==> config.mk <==
export PLATFORM = sky130hd
export DESIGN_NAME = ga23_vram_sched_flat
export DESIGN_NICKNAME = d
export VERILOG_FILES = /design/src/rtl/ga23_vram_sched_pkg.sv /design/src/rtl/ga23_vram_sched_if.sv /design/src/rtl/ga23_vram_sched_rowscroll.sv /design/src/rtl/ga23_vram_sched.sv /design/src/flat_wrapper.sv
export SDC_FILE = /design/constraint.sdc
export NUM_CORES = 1
export LEC_CHECK = 0
export CORE_MARGIN = 5
export CORE_UTILIZATION = 30
export DETAILED_ROUTE_END_ITERATION = 12
export DONT_BUFFER_PORTS = 1
export PLACE_DENSITY = 0.43
export SYNTH_ARGS = -nofsm -noshare
export SYNTH_HDL_FRONTEND = slang
export SYNTH_SLANG_ARGS = --single-unit
==> constraint.sdc <==
create_clock -name clk -period 8.09 [get_ports clk]
set_input_delay 2.427 -clock clk [delete_from_list [all_inputs] [get_ports clk]]
set_output_delay 2.427 -clock clk [all_outputs]
set_load 0.01 [all_outputs]
==> src/rtl/ga23_vram_sched_pkg.sv <==
// ga23_vram_sched_pkg: shared slot/handshake types and rowscroll constants for the GA23 VRAM scheduler.
package ga23_vram_sched_pkg;

    typedef enum logic [2:0] {
        SLOT_L0A,
        SLOT_L0B,
        SLOT_L1A,
        SLOT_L1B,
        SLOT_L2A,
        SLOT_L2B,
        SLOT_CPU,
        SLOT_CPU_DONE
    } slot_t;

    typedef enum logic [1:0] {
        CPU_IDLE,
        CPU_PEND,
        CPU_GRANT
    } cpu_state_t;

    localparam int RS_CYCLES = 12;

    localparam logic [14:0] RS_BASE0_DEF = 15'h7a00;
    localparam logic [14:0] RS_BASE1_DEF = 15'h7c00;
    localparam logic [14:0] RS_BASE2_DEF = 15'h7e00;

    // Tables are 512 entries, so the line sum wraps at 9 bits.
    function automatic logic [14:0] rs_row_addr(input logic [14:0] base, input logic [9:0] y_ofs,
                                                input logic [9:0] vcnt);
        logic [9:0] s;
        s = y_ofs + vcnt;
        return base + 15'(s & 10'h1ff);
    endfunction

endpackage

==> src/rtl/ga23_vram_sched_if.sv <==
// ga23_vram_sched_if: CPU access port of the VRAM scheduler.
interface ga23_vram_sched_if;
    logic        cpu_req;
    logic        cpu_we;
    logic [14:0] cpu_addr;
    logic [15:0] cpu_din;
    logic [15:0] cpu_dout;
    logic        cpu_busy;

    modport master (output cpu_req, cpu_we, cpu_addr, cpu_din, input cpu_dout, cpu_busy);
    modport slave  (input cpu_req, cpu_we, cpu_addr, cpu_din, output cpu_dout, cpu_busy);
endinterface

==> src/rtl/ga23_vram_sched_rowscroll.sv <==
// ga23_vram_sched_rowscroll: 12-cycle per-line rowscroll burst; one address and one capture per layer.
module ga23_vram_sched_rowscroll
    import ga23_vram_sched_pkg::*;
#(
    parameter logic [14:0] RS_BASE0 = RS_BASE0_DEF,
    parameter logic [14:0] RS_BASE1 = RS_BASE1_DEF,
    parameter logic [14:0] RS_BASE2 = RS_BASE2_DEF
) (
    input  logic        clk,
    input  logic        reset,
    input  logic        ce,
    input  logic        start,
    input  logic [9:0]  vcnt,
    input  logic [9:0]  y_ofs0,
    input  logic [9:0]  y_ofs1,
    input  logic [9:0]  y_ofs2,
    input  logic [9:0]  rs_din,
    output logic        active,
    output logic        last,
    output logic        addr_en,
    output logic [14:0] addr,
    output logic [9:0]  rowscroll0,
    output logic [9:0]  rowscroll1,
    output logic [9:0]  rowscroll2
);

    logic [3:0] cyc;
    logic [1:0] lane;
    logic       cap;

    assign lane    = cyc[3:2];
    assign last    = active && cyc == 4'(RS_CYCLES - 1);
    assign addr_en = active && cyc[1:0] == 2'd0;
    assign cap     = active && cyc[1:0] == 2'd2;
    assign addr    = lane == 2'd0 ? rs_row_addr(RS_BASE0, y_ofs0, vcnt) :
                     lane == 2'd1 ? rs_row_addr(RS_BASE1, y_ofs1, vcnt) :
                                    rs_row_addr(RS_BASE2, y_ofs2, vcnt);

    always_ff @(posedge clk) begin
        if (reset) begin
            active     <= 1'b0;
            cyc        <= 4'd0;
            rowscroll0 <= 10'd0;
            rowscroll1 <= 10'd0;
            rowscroll2 <= 10'd0;
        end else if (ce) begin
            if (active) begin
                active <= !last;
                cyc    <= cyc + 4'd1;
            end else if (start) begin
                active <= 1'b1;
                cyc    <= 4'd0;
            end
            if (cap && lane == 2'd0) rowscroll0 <= rs_din;
            if (cap && lane == 2'd1) rowscroll1 <= rs_din;
            if (cap && lane == 2'd2) rowscroll2 <= rs_din;
        end
    end

endmodule

==> src/rtl/ga23_vram_sched.sv <==
// ga23_vram_sched: 8-slot VRAM time-slot scheduler for three tile layers, the CPU and a per-line rowscroll burst.
module ga23_vram_sched
    import ga23_vram_sched_pkg::*;
#(
    parameter logic [14:0] RS_BASE0 = RS_BASE0_DEF,
    parameter logic [14:0] RS_BASE1 = RS_BASE1_DEF,
    parameter logic [14:0] RS_BASE2 = RS_BASE2_DEF
) (
    input  logic        clk,
    input  logic        reset,
    input  logic        ce,
    input  logic        hpulse,
    input  logic [9:0]  vcnt,
    input  logic [9:0]  y_ofs0,
    input  logic [9:0]  y_ofs1,
    input  logic [9:0]  y_ofs2,
    input  logic [14:0] layer_addr0,
    input  logic [14:0] layer_addr1,
    input  logic [14:0] layer_addr2,
    output logic [2:0]  layer_load,
    output logic [15:0] vram_latch,
    output logic [9:0]  rowscroll0,
    output logic [9:0]  rowscroll1,
    output logic [9:0]  rowscroll2,
    ga23_vram_sched_if.slave cpu,
    output logic [14:0] vram_addr,
    output logic        vram_we,
    output logic [15:0] vram_dout,
    input  logic [15:0] vram_din
);

    slot_t       slot;
    cpu_state_t  cpu_st, cpu_st_n;
    logic        we_q;
    logic        rs_pending;
    logic        rs_active, rs_last, rs_addr_en, rs_start;
    logic        slot_go;
    logic [14:0] rs_addr, layer_sel;
    logic [15:0] cpu_dout_q;

    assign slot_go       = ce && !rs_active;
    assign rs_start      = slot_go && slot == SLOT_CPU_DONE && rs_pending;
    assign layer_sel     = slot[2:1] == 2'd0 ? layer_addr0 : slot[2:1] == 2'd1 ? layer_addr1 : layer_addr2;
    assign cpu.cpu_busy  = cpu_st != CPU_IDLE;
    assign cpu.cpu_dout  = cpu_dout_q;

    ga23_vram_sched_rowscroll #(
        .RS_BASE0(RS_BASE0),
        .RS_BASE1(RS_BASE1),
        .RS_BASE2(RS_BASE2)
    ) u_rs (
        .clk(clk),
        .reset(reset),
        .ce(ce),
        .start(rs_start),
        .vcnt(vcnt),
        .y_ofs0(y_ofs0),
        .y_ofs1(y_ofs1),
        .y_ofs2(y_ofs2),
        .rs_din(vram_din[9:0]),
        .active(rs_active),
        .last(rs_last),
        .addr_en(rs_addr_en),
        .addr(rs_addr),
        .rowscroll0(rowscroll0),
        .rowscroll1(rowscroll1),
        .rowscroll2(rowscroll2)
    );

    // A request seen on the same clk as slot 6 is only pending from the next clk, so it waits a full cycle.
    always_comb begin
        cpu_st_n = cpu_st;
        case (cpu_st)
            CPU_IDLE:  cpu_st_n = cpu.cpu_req ? CPU_PEND : CPU_IDLE;
            CPU_PEND:  cpu_st_n = (slot_go && slot == SLOT_CPU) ? CPU_GRANT : CPU_PEND;
            CPU_GRANT: cpu_st_n = (slot_go && slot == SLOT_CPU_DONE) ? CPU_IDLE : CPU_GRANT;
            default:   cpu_st_n = CPU_IDLE;
        endcase
    end

    always_ff @(posedge clk) begin
        if (reset) begin
            cpu_st <= CPU_IDLE;
            we_q   <= 1'b0;
        end else begin
            cpu_st <= cpu_st_n;
            if (cpu_st == CPU_IDLE && cpu.cpu_req) we_q <= cpu.cpu_we;
        end
    end

    always_ff @(posedge clk) begin
        if (reset) begin
            slot       <= SLOT_L0A;
            rs_pending <= 1'b0;
        end else if (ce) begin
            if (rs_active) begin
                if (rs_last) slot <= SLOT_L0A;
            end else begin
                slot       <= hpulse ? SLOT_CPU_DONE : slot_t'(slot + 3'd1);
                rs_pending <= hpulse || (rs_pending && slot != SLOT_CPU_DONE);
            end
        end
    end

    always_ff @(posedge clk) begin
        if (reset) begin
            vram_addr  <= 15'd0;
            vram_we    <= 1'b0;
            vram_dout  <= 16'd0;
            vram_latch <= 16'd0;
            layer_load <= 3'd0;
            cpu_dout_q <= 16'd0;
        end else begin
            vram_we <= 1'b0;
            if (ce) begin
                layer_load <= 3'd0;
                if (rs_active) begin
                    if (rs_addr_en) vram_addr <= rs_addr;
                end else begin
                    case (slot)
                        SLOT_L0A, SLOT_L1A, SLOT_L2A: vram_addr <= layer_sel;
                        SLOT_L0B, SLOT_L1B, SLOT_L2B: begin
                            vram_latch   <= vram_din;
                            vram_addr[0] <= 1'b1;
                            layer_load   <= 3'b001 << slot[2:1];
                        end
                        SLOT_CPU: if (cpu_st == CPU_PEND) begin
                            vram_addr <= cpu.cpu_addr;
                            vram_dout <= cpu.cpu_din;
                            vram_we   <= we_q;
                        end
                        default: if (cpu_st == CPU_GRANT) cpu_dout_q <= vram_din;
                    endcase
                end
            end
        end
    end

endmodule

==> src/flat_wrapper.sv <==
// flat-port wrapper written by rule: the top's interface ports become plain ports
module ga23_vram_sched_flat import ga23_vram_sched_pkg::*;
#(
    parameter logic [14:0] RS_BASE0 = RS_BASE0_DEF,
    parameter logic [14:0] RS_BASE1 = RS_BASE1_DEF,
    parameter logic [14:0] RS_BASE2 = RS_BASE2_DEF
)
  (clk, reset, ce, hpulse, vcnt, y_ofs0, y_ofs1, y_ofs2, layer_addr0, layer_addr1, layer_addr2, layer_load, vram_latch, rowscroll0, rowscroll1, rowscroll2, vram_addr, vram_we, vram_dout, vram_din, cpu_cpu_req, cpu_cpu_we, cpu_cpu_addr, cpu_cpu_din, cpu_cpu_dout, cpu_cpu_busy);
  ga23_vram_sched_if cpu_i ();
  input  logic clk;
  input  logic reset;
  input  logic ce;
  input  logic hpulse;
  input  logic [9:0] vcnt;
  input  logic [9:0] y_ofs0;
  input  logic [9:0] y_ofs1;
  input  logic [9:0] y_ofs2;
  input  logic [14:0] layer_addr0;
  input  logic [14:0] layer_addr1;
  input  logic [14:0] layer_addr2;
  output logic [2:0] layer_load;
  output logic [15:0] vram_latch;
  output logic [9:0] rowscroll0;
  output logic [9:0] rowscroll1;
  output logic [9:0] rowscroll2;
  output logic [14:0] vram_addr;
  output logic vram_we;
  output logic [15:0] vram_dout;
  input  logic [15:0] vram_din;
  input wire logic [$bits(cpu_i.cpu_req)-1:0] cpu_cpu_req;
  input wire logic [$bits(cpu_i.cpu_we)-1:0] cpu_cpu_we;
  input wire logic [$bits(cpu_i.cpu_addr)-1:0] cpu_cpu_addr;
  input wire logic [$bits(cpu_i.cpu_din)-1:0] cpu_cpu_din;
  output wire logic [$bits(cpu_i.cpu_dout)-1:0] cpu_cpu_dout;
  output wire logic [$bits(cpu_i.cpu_busy)-1:0] cpu_cpu_busy;
  assign cpu_i.cpu_req = cpu_cpu_req;
  assign cpu_i.cpu_we = cpu_cpu_we;
  assign cpu_i.cpu_addr = cpu_cpu_addr;
  assign cpu_i.cpu_din = cpu_cpu_din;
  assign cpu_cpu_dout = cpu_i.cpu_dout;
  assign cpu_cpu_busy = cpu_i.cpu_busy;
  ga23_vram_sched #(.RS_BASE0(RS_BASE0), .RS_BASE1(RS_BASE1), .RS_BASE2(RS_BASE2)) u_core (.clk(clk), .reset(reset), .ce(ce), .hpulse(hpulse), .vcnt(vcnt), .y_ofs0(y_ofs0), .y_ofs1(y_ofs1), .y_ofs2(y_ofs2), .layer_addr0(layer_addr0), .layer_addr1(layer_addr1), .layer_addr2(layer_addr2), .layer_load(layer_load), .vram_latch(vram_latch), .rowscroll0(rowscroll0), .rowscroll1(rowscroll1), .rowscroll2(rowscroll2), .cpu(cpu_i), .vram_addr(vram_addr), .vram_we(vram_we), .vram_dout(vram_dout), .vram_din(vram_din));
endmodule
[Word-level counts from Yosys, hierarchy flattened]
Index checks and enable logic that the tools add are counted.
Word-level totals
  latch bits: 0
  bits in read-only memories: 0
  input bits: 138
  output and inout bits: 98
  bits in writable memories: 0
  memories: 0
  bits in registers: 109
  word-level logic and storage cells: 109
Cells by class
  $mul: 0
  bitwise gates (word level): 5
  reduce and logical (&&, ||, !) cells: 39
  add/subtract/negate cells: 8
  eq/ne operators: 18
  shift-type cells: 1
  multiplexer cells: 22
  $lt $le $gt $ge: 0
  divide/modulo/power cells: 0
Operators by type and width (count)
  15-bit 2-to-1 mux: 7
  14-bit case mux with 2 select lines: 1
  9-bit adder: 3
  4-bit AND reduction: 4
  3-bit 2-to-1 mux: 5
  12-bit by 10-bit adder with 13-bit output (first input constant): 1
  11-bit by 10-bit adder with 12-bit output (first input constant): 1
  3-bit == test (second input constant): 4
  1-bit logical AND: 12
  2-bit AND reduction: 6
  10-bit by 10-bit adder with 11-bit output (first input constant): 1
  2-bit zero test: 4
  4-bit 2-to-1 mux: 2
  7-bit OR reduction: 1
  2-bit by 1-bit == test with 1-bit output (second input constant): 3
  2-bit == test (second input constant): 3
  3-bit by 2-bit == test with 1-bit output (second input constant): 2
  3-bit != test (second input constant): 2
  2-bit case mux with 3 select lines: 1
  3-bit OR reduction: 2
  1-bit NOT: 5
  5-bit OR reduction: 1
  4-bit by 1-bit adder with 4-bit output (second input constant): 1
  4-bit == test (second input constant): 1
  other kinds (14): 20

[Longest topological paths before layout]
Gate-level depths: netlist of run 1.
  word-level depth: 6
  mapped depth: 12
  depth with buffers taken out: 10

[Modules after synthesis]
From an unflattened synthesis of run 1, not the netlist that was laid out.
Unflattened totals
  cell total of the unflattened synthesis: 590
  area total of the unflattened synthesis: 5395.2 µm²
By module, submodules not included
  ga23_vram_sched: sequential area each 1481.4 µm², times used 1, cells each 378, area each 3467.1 µm²
  ga23_vram_sched_rowscroll: sequential area each 700.7 µm², times used 1, cells each 212, area each 1928.1 µm²

[Least setup slack after synthesis of run 1]
Ideal clock, no wire load.
  kind: input port to flip-flop
  start point: input y_ofs1[0]
  end point: register u_core.vram_addr[6]
  stages: 10
  library setup time: 0.091 ns
  data arrival time: 4.195 ns
  required time: 7.999 ns
  buffers on the path: 0
  slack: 3.804 ns
  path through: mux2i_1 > o21ai_0 > ha_1 > inv_1 > fa_1 > nand2b_1 > a21oi_2 > a31oi_1 > or3b_1 > a311oi_1
Between the ends
  word-level cells in the longest chain between the ends: 6
Ends and longest elaborated chain
  from (decl): line flat_wrapper.sv:16  | input logic [9:0] y_ofs1;
  9-bit adder: line ga23_vram_sched_pkg.sv:31  | s = y_ofs + vcnt;
  11-bit by 10-bit adder with 12-bit output: line ga23_vram_sched_pkg.sv:32  | return base + 15'(s & 10'h1ff);
  15-bit 2-to-1 mux: line ga23_vram_sched_rowscroll.sv:36  | lane == 2'd1 ? rs_row_addr(RS_BASE1, y_ofs1, vcnt) :
  15-bit 2-to-1 mux: line ga23_vram_sched_rowscroll.sv:35  | assign addr = lane == 2'd0 ? rs_row_addr(RS_BASE0, y_ofs0, vcnt) :
  15-bit 2-to-1 mux: line ga23_vram_sched.sv:118  | if (rs_addr_en) vram_addr <= rs_addr;
  15-bit 2-to-1 mux: line ga23_vram_sched.sv:117  | if (rs_active) begin
  to (signal assigned): line ga23_vram_sched.sv:118
  to (signal assigned): line ga23_vram_sched.sv:121  | SLOT_L0A, SLOT_L1A, SLOT_L2A: vram_addr <= layer_sel;
  to (signal assigned): line ga23_vram_sched.sv:128  | vram_addr <= cpu.cpu_addr;
  to (decl): line ga23_vram_sched.sv:26  | output logic [14:0] vram_addr,
Every way passes these cells. The select of a mux whose other input is x is not followed.
A chain may end at the register's enable or synchronous reset.

[Worst setup path after layout of run 1]
  start point: input y_ofs1[1]
  end point: register u_core.vram_addr[6]
The elaborated chain is that of the path after synthesis.

==> results of run 1 <==
placed cells by master (no fill, tap or decap), types with 2 or more instances in the layout:
master and n:
nand3_1 7, xnor2_1 3, dfxtp_1 109, clkinv_8 2
inv_8 2, and3_1 3, and2b_1 2, nor3_1 11
a21o_1 3, nand2b_1 7, and2b_4 2, a211oi_1 25
o21ai_0 17, buf_4 4, mux2i_1 74, nand3b_1 2
inv_1 13, a21oi_1 50, ha_1 17, nor2b_1 14
nor3b_2 2, nand2_1 89, xor2_1 4, a31oi_1 3
a311oi_1 3, clkinv_4 2, mux2_2 2, clkbuf_16 9
nor2_1 68, a21oi_2 7, a22oi_1 2, nand2_2 2
power by group:
| group | switching, mW | leakage, nW | internal (mW) |
|---|---|---|---|
| logic | 0.0667 | 1.10 | 0.0506 |
| registers | 0.0247 | 0.884 | 0.552 |
| clock network | 0.224 | 0.159 | 0.251 |
| total | 0.316 | 2.14 | 0.854 |
cells in the mapped netlist (3+ instances only):
| cell type | n | area [µm²] |
|---|---|---|
| o21ai_0 | 17 | 85.1 |
| nor2b_1 | 14 | 87.6 |
| nand3_1 | 7 | 35.0 |
| nand2b_1 | 7 | 43.8 |
| a21oi_1 | 50 | 250 |
| ha_1 | 17 | 213 |
| mux2i_1 | 74 | 741 |
| a21oi_2 | 7 | 61.3 |
| buf_4 | 7 | 52.6 |
| a31oi_1 | 3 | 18.8 |
| nor2_1 | 68 | 255 |
| inv_1 | 13 | 48.8 |
| nand2_1 | 89 | 334 |
| and3_1 | 3 | 18.8 |
| dfxtp_1 | 109 | 2180 |
| a211oi_1 | 25 | 188 |
| nor3_1 | 11 | 55.1 |
| a21o_1 | 3 | 22.5 |
| a311oi_1 | 3 | 26.3 |
| xnor2_1 | 3 | 26.3 |
| buf_2 | 9 | 45.0 |
| xor2_1 | 4 | 35.0 |
| buf_6 | 8 | 90.1 |
| clkbuf_1 | 16 | 60.1 |
routing by layer:
metal	track usage, %	vias up
met5	0	-
met4	3.72	0
met3	5.56	9
met2	24.0	152
met1	16.5	1852
li1	-	2033
worst paths after layout:
| path | from | end | slack [ps] | cells after the start |
|---|---|---|---|---|
| worst max-delay path | y_ofs1[1] | u_core.vram_addr[6]$_SDFFE_PP0P_ | 3810 | 9 |
| worst min-delay path | u_core.we_q$_SDFFE_PP0P_ | u_core.we_q$_SDFFE_PP0P_ | 460 | 2 |
| worst max register to register | u_core.slot[1]$_SDFFE_PP0P_ | u_core.vram_addr[7]$_SDFFE_PP0P_ | 4540 | 6 |
| worst min register to register | u_core.we_q$_SDFFE_PP0P_ | u_core.we_q$_SDFFE_PP0P_ | 460 | 2 |
metrics by stage:
step	util [%]	hold WS, ps
2_1_floorplan	-	432
3_3_place_gp	31.0	440
3_5_place_dp	31.0	444
4_1_cts	32.9	455
5_1_grt	32.9	501
6_report	32.9	457
kinds of logic (layout without fill, tap and decap cells):
kind of cell | after synthesis | in the layout | share of synthesized area, %
AO/OA/AOI/OAI | 123 | 123 | 15.2
XOR/XNOR | 7 | 7 | 1.15
adder cells (fa/ha/maj) | 18 | 18 | 4.35
buffers and inverters | 55 | 33 | 5.69
flip-flops | 109 | 109 | 40.8
multiplexers | 76 | 76 | 14.3
AND/OR/NAND/NOR | 218 | 218 | 18.5
critical path, stage by stage:
cell      delay, ps
mux2i_1          40
o21ai_0         420
inv_1           120
fa_1            440
nand2b_1        190
a21oi_2         220
a31oi_1         130
or3b_1          350
a311oi_1        200
state kept, by name, summed over array words and instances (netlist names), 4 cells and up:
name,count
u_core.cpu.cpu_dout,16
u_core.u_rs.cyc,4
u_core.u_rs.rowscroll0,10
u_core.u_rs.rowscroll1,10
u_core.u_rs.rowscroll2,10
u_core.vram_addr,15
u_core.vram_dout,16
u_core.vram_latch,16
area by class of cell:
cell class	instances	area [µm²]	area share, %
multi-input combinational	442	2860	49.9
sequential	109	2180	38.1
tap	225	282	4.91
clock inverter	7	103	1.79
inverter	13	48.8	0.851
clock buffer	9	225	3.93
timing repair buffer	4	30.0	0.524
==> results.toml, run 1 <==
[outcome]
status = "finished clean"

[power]
power.leakage_nw = 2.14
p_total_mw = 1.17
power_density_mw_per_mm2 = 204
ir_worst_vdd_uv = 99.1

[final_layout]
layout-drive-gt1-share_pct = 7.36
nFillCells = 1852
insertedDiodeCount = 0
layout.cells.non_filler = 809
nNetsFinal = 735
syn2layout_area_growth_pct = 7.18
finalInstanceArea_mm2 = 0.00573

[timing]
fmax_mhz = 233
fin_worst_skew_ps = 15.6
min_period_ps = 4280
rsz0062_at_grt = "false"
worst_slack_ps = 3810
worstMarginPinSlew_ps = 1160
hold_viol_final = 0
slew_violations = 0
finalSetupTns_ps = 0
slew_headroom_pct = 22.8
finalSetupViolCount = 0
post-route-period-util_pct = 53.0

[drt]
via_per_inst = 5.00
highest_layer = "met4"
dr_wl_met2_um = 7220
via_count = 4046
ant_nets = 0
drcViolationCount = 0
wl_um = 15100
drt_first_pass_iters = 4
dr.first_iter.drc_count = 181
met3_length_um = 1620
wl_per_cell_um = 18.6
drt-met1-wl_um = 6080

[logic_synthesis]
syn_area_per_cell_um2 = 8.82
synth-main-ff-cell = "dfxtp_1"
ys_seq_elements = 109
synthArstFlopShare_pct = 0
synth_edf_count = 0
ys_warn_count = 0
syn_nets = 762
syn_area_mm2 = 0.00535
ys_types = 55
yosysSeqAreaShare_pct = 40.8
netlist_instances = 606

[min_path]
min-delay-path-class = "reg2reg"

[grt]
grt_overflow = 0
antenna_found_initial = 0
grt_pass1_vias = 4109
grt_pass1_wl_um = 22800
track_usage_pct = 14.1
grt_max_degree = 108

[die]
core_mm2 = 0.0174
dieHeight_um = 144
start_util_pct = 30.7
rows = 48
ioPinCount = 236
die_w_um = 144
die_area_mm2 = 0.0206

[critical_path]
worstPathArrival_ps = 4540
cp-start-kind = "input port"
cp_max_fo = 3
worstPathRequired_ps = 8350
cp-end-kind = "flip-flop"
crit_type = "in2reg"

[clock_network]
insertion_delay_ps = 350
ctsResizeCount = 0
clock_path_buffers = 2
cts_sinks = 109
cts_buffers = 9
ctsHoldBuffers = 0
cts_setup_buffers = 0
cts.reportedPaths.clkPinSlew_ps = 80
cts_htree_levels = 3
cts_tree = "built"
cts_root_buf = "clkbuf_16"

[placed_design]
numPortBuffers = 0
placed_area_mm2 = 0.00540
dpl.cell_count = 793
gp_congestion = 0.785
hpwl_um = 11100
pre_cts_ws_ps = 3460

[run]
maxCapViolCount = 0
Note: power is estimated with default switching activity, not from simulation.
==> run 2, diff against run 1 <==
- PLACE_DENSITY: 0.43 -> 0.44
- clock period: 8.09 -> 3.49 ns (I/O delays scaled with it)
==> run 2 against run 1 <==
Compared with the run above:
- wire length grew 0.11%
- final cell count grew 0.49%
- via count grew 0.91%
- critical endpoint unchanged
- combinational power grew 140%
- highest routed layer unchanged
- critical path depth unchanged
- sequential share of layout area about the same
- clock skew fell by 9.2 ps
- largest power group unchanged
- global-route usage decreased by 0.13 points
- register-to-register slack lost 3900 ps
- first-iteration DRC count fell by 19%
==> results.toml, run 2 (synthesis gave the netlist of run 1 again) <==
[outcome]
status = "finished clean"

[critical_path]
cp-start-kind = "flip-flop"
crit_type = "reg2reg"
worstPathArrival_ps = 3130
cp-end-kind = "flip-flop"
worstPathRequired_ps = 3750
cp_max_fo = 10

[final_layout]
fin_util_pct = 32.9
nNetsFinal = 739
nFillCells = 1803
syn2layout_area_growth_pct = 7.30
final_common_cell = "dfxtp_1"
layout.cells.non_filler = 813
insertedDiodeCount = 0
layout_common_cells = "dfxtp_1, nand2_1, mux2i_1"
layout-drive-gt1-share_pct = 7.99
finalInstanceArea_mm2 = 0.00574

[timing]
slew_headroom_pct = 45.4
whs_ps = 450
fin_worst_skew_ps = 6.36
worstMarginPinSlew_ps = 819
min_period_ps = 2870
rsz0062_at_grt = "false"
hold_viol_final = 0
finalSetupViolCount = 0
post-route-period-util_pct = 82.2
fmax_mhz = 349
slew_violations = 0
finalSetupTns_ps = 0

[die]
start_util_pct = 30.7
core_mm2 = 0.0174
dieHeight_um = 144
die_area_mm2 = 0.0206
rows = 48
die_w_um = 144
ioPinCount = 236

[placed_design]
gp_congestion = 0.790
hpwl_um = 11400
placed_area_mm2 = 0.00543
numPortBuffers = 0
dpl.cell_count = 797

[drt]
dr.first_iter.drc_count = 146
drt_first_pass_iters = 4
via_count = 4083
wl_per_cell_um = 18.6
wl_um = 15100
drcViolationCount = 0
via_per_inst = 5.02
ant_nets = 0

[clock_network]
cts_buffers = 9
cts.reportedPaths.clkPinSlew_ps = 70
cts_sinks = 109
ctsResizeCount = 0
insertion_delay_ps = 350
cts_htree_levels = 3
clock_path_buffers = 2
cts_tree = "built"
cts_setup_buffers = 0
cts_root_buf = "clkbuf_16"
ctsHoldBuffers = 0

[power]
power_frac_comb_pct = 10.6
ir_worst_vdd_uv = 210
power.leakage_nw = 2.15
switching_power_uw = 701
swShare_pct = 26.6
power_density_mw_per_mm2 = 460
power.share.sequential_pct = 50.5
clockPowerShare_pct = 38.9
p_int_mw = 1.94

[grt]
antenna_found_initial = 0
grt_overflow = 0
track_usage_pct = 13.9
grt_max_degree = 108
grt_pass1_vias = 4054
grt_pass1_wl_um = 22400

[min_path]
min-delay-path-class = "reg2reg"

[run]
maxCapViolCount = 0
run 2: cell count changes in the layout (fill, tap and decap cells not counted), moves of 2 or more:
cell	previous run	this run
buf_4	4	8
clkbuf_8	0	2
inv_6	0	3
inv_8	2	0
run 2: area by class of cell:
type / instances / area, µm² / area share (%)
multi-input combinational: 442 / 2860 / 49.9
sequential: 109 / 2180 / 38.0
clock buffer: 11 / 253 / 4.40
timing repair buffer: 8 / 60.1 / 1.05
clock inverter: 5 / 51.3 / 0.894
tap: 225 / 282 / 4.91
inverter: 13 / 48.8 / 0.850
run 2: layer usage:
layer	track usage [%]	routed length (µm)	vias to the layer above
met5	0	0	-
met4	3.52	172	0
met3	6.12	1700	12
met2	24.0	7360	159
met1	15.9	5840	1874
li1	-	-	2038
run 2: power groups by stage:
stage | Sequential [mW] | Combinational (mW) | Clock, mW
finish | 1.33 | 0.280 | 1.03
global route | 1.34 | 0.317 | 1.13
CTS | 1.33 | 0.285 | 1.07
detailed placement | 1.36 | 0.283 | 0
global placement | 1.36 | 0.278 | 0
floorplan | 1.34 | 0.260 | 0
run 2: path summary, 6_finish.rpt:
check / from / to / slack (ps) / cells past startpoint
min reg2reg: u_core.we_q$_SDFFE_PP0P_ / u_core.we_q$_SDFFE_PP0P_ / 450 / 2
min: u_core.we_q$_SDFFE_PP0P_ / u_core.we_q$_SDFFE_PP0P_ / 450 / 2
max: u_core.u_rs.cyc[2]$_SDFFE_PP0P_ / u_core.vram_addr[6]$_SDFFE_PP0P_ / 620 / 9
max reg2reg: u_core.u_rs.cyc[2]$_SDFFE_PP0P_ / u_core.vram_addr[6]$_SDFFE_PP0P_ / 620 / 9
run 2: critical path, cell delays in order, from the launching register on:
cell and delay, ps:
dfxtp_1 670, mux2i_1 140, o21ai_0 370, inv_1 120, fa_1 410, nand2b_1 190, a21oi_2 210, a31oi_1 120
or3b_1 350, a311oi_1 200
run 2: through the flow:
stage	setup slack [ps]	power, mW
finish	623	2.64
global route	346	2.78
CTS	584	2.69
detailed placement	317	1.65
global placement	335	1.64
floorplan	584	1.60
==> run 3, diff against run 2 <==
- PLACE_DENSITY: 0.44 -> 0.43
- clock period: 3.49 -> 2.9 ns (I/O delays scaled with it)
==> run 3 against run 2 <==
Compared with the run above:
- clock skew is 3.9 ps higher
- critical path depth grew 1
- sequential cell count is the same
- power grew 21%
- non-clock buffer count up 7
- hold slack better by 1.5 ps
- combinational power is 24% higher
- wire length hardly changed
- register-to-register slack worse by 260 ps
- final cell count is 0.86% higher
- highest routed layer unchanged
==> results.toml, run 3 (synthesis gave the netlist of run 1 again) <==
[final_layout]
nNetsFinal = 746
final_common_cell = "dfxtp_1"
layout_common_cells = "dfxtp_1, nand2_1, mux2i_1"
layout-drive-gt1-share_pct = 9.08
layout.cells.non_filler = 820
insertedDiodeCount = 0
nFillCells = 1831
fin_util_pct = 33.2
syn2layout_area_growth_pct = 8.21

[power]
power.leakage_nw = 2.18
power_density_mw_per_mm2 = 552
ir_worst_vdd_uv = 269

[grt]
grt_pass1_vias = 4132
grt_max_degree = 108
grt_overflow = 0
track_usage_pct = 13.9
grt_pass1_wl_um = 22400
antenna_found_initial = 0

[clock_network]
cts_tree = "built"
insertion_delay_ps = 360
cts_htree_levels = 3
cts_setup_buffers = 0
cts_buffers = 9
clock_path_buffers = 2
ctsHoldBuffers = 0
cts_sinks = 109
cts.reportedPaths.clkPinSlew_ps = 80
ctsResizeCount = 0
cts_root_buf = "clkbuf_16"

[critical_path]
cp_max_fo = 2
cp-end-kind = "flip-flop"
cp-start-kind = "input port"
worstPathRequired_ps = 3160
crit_type = "in2reg"
regToRegSetupSlack_ps = 370
worstPathArrival_ps = 2800

[timing]
slew_headroom_pct = 44.0
fmax_mhz = 395
worstMarginPinSlew_ps = 840
worst_slack_ps = 366
finalSetupTns_ps = 0
post-route-period-util_pct = 87.4
finalSetupViolCount = 0
rsz0062_at_grt = "false"
hold_viol_final = 0
fin_worst_skew_ps = 10.2
min_period_ps = 2530
slew_violations = 0

[die]
ioPinCount = 236
dieHeight_um = 144
die_area_mm2 = 0.0206
start_util_pct = 30.7
core_mm2 = 0.0174
rows = 48
die_w_um = 144

[run]
maxCapViolCount = 0

[placed_design]
hpwl_um = 11200
pre_cts_ws_ps = 3.51
gp_congestion = 0.784
dpl.cell_count = 804
numPortBuffers = 0

[drt]
wl_um = 15100
dr.first_iter.drc_count = 114
drt_first_pass_iters = 4
drcViolationCount = 0
via_per_inst = 5.06
ant_nets = 0
via_count = 4148
wl_per_cell_um = 18.4

[min_path]
min-delay-path-class = "reg2reg"

[outcome]
status = "finished clean"
[run 3: metal layers]
metal  GRT usage, %  wire, µm  vias up
met3           5.96      1700       13
met5              0         0        -
met1           16.5      6060     1900
li1               -         -     2062
met4           3.96       189        0
met2           23.1      7150      173
[run 3: final timing paths]
check,from,endpoint,cells after the start
max reg2reg,u_core.u_rs.cyc[2]$_SDFFE_PP0P_,u_core.vram_addr[6]$_SDFFE_PP0P_,10
min reg2reg,u_core.we_q$_SDFFE_PP0P_,u_core.we_q$_SDFFE_PP0P_,2
min,u_core.we_q$_SDFFE_PP0P_,u_core.we_q$_SDFFE_PP0P_,2
max,y_ofs1[0],u_core.vram_addr[6]$_SDFFE_PP0P_,10
[run 3: worst max-delay path, cell delays in order]
cell and delay [ps]:
mux2i_1 40, o21ai_0 150, ha_1 220, inv_1 70, fa_1 380, nand2b_1 180, a21oi_2 160, a31oi_1 120
or3b_1 380, a311oi_1 210
[run 3: power breakdown]
group	internal, mW	total, mW	switching, mW
clock network	0.613	1.25	0.633
registers	1.54	1.60	0.0592
logic	0.147	0.346	0.199
total	2.30	3.19	0.891
[run 3: metrics by stage]
stage | power, mW | hold WS (ps) | cell area (µm²)
after detailed placement | 1.99 | 440 | 5490
after CTS | 3.26 | 451 | 5790
final | 3.19 | 452 | 5790
after global placement | 1.98 | 443 | 5490
after global routing | 3.36 | 466 | 5790
after floorplan | 1.93 | 432 | 5350
[run 3: area by class of cell]
class / instances / area, µm² / area share (%)
clock inverters: 7 / 75.1 / 1.30
flip-flops and latches: 109 / 2180 / 37.7
repair buffers: 15 / 113 / 1.95
well taps: 225 / 282 / 4.86
inverters: 13 / 48.8 / 0.843
clock buffers: 9 / 225 / 3.89
multi-input cells: 442 / 2860 / 49.4
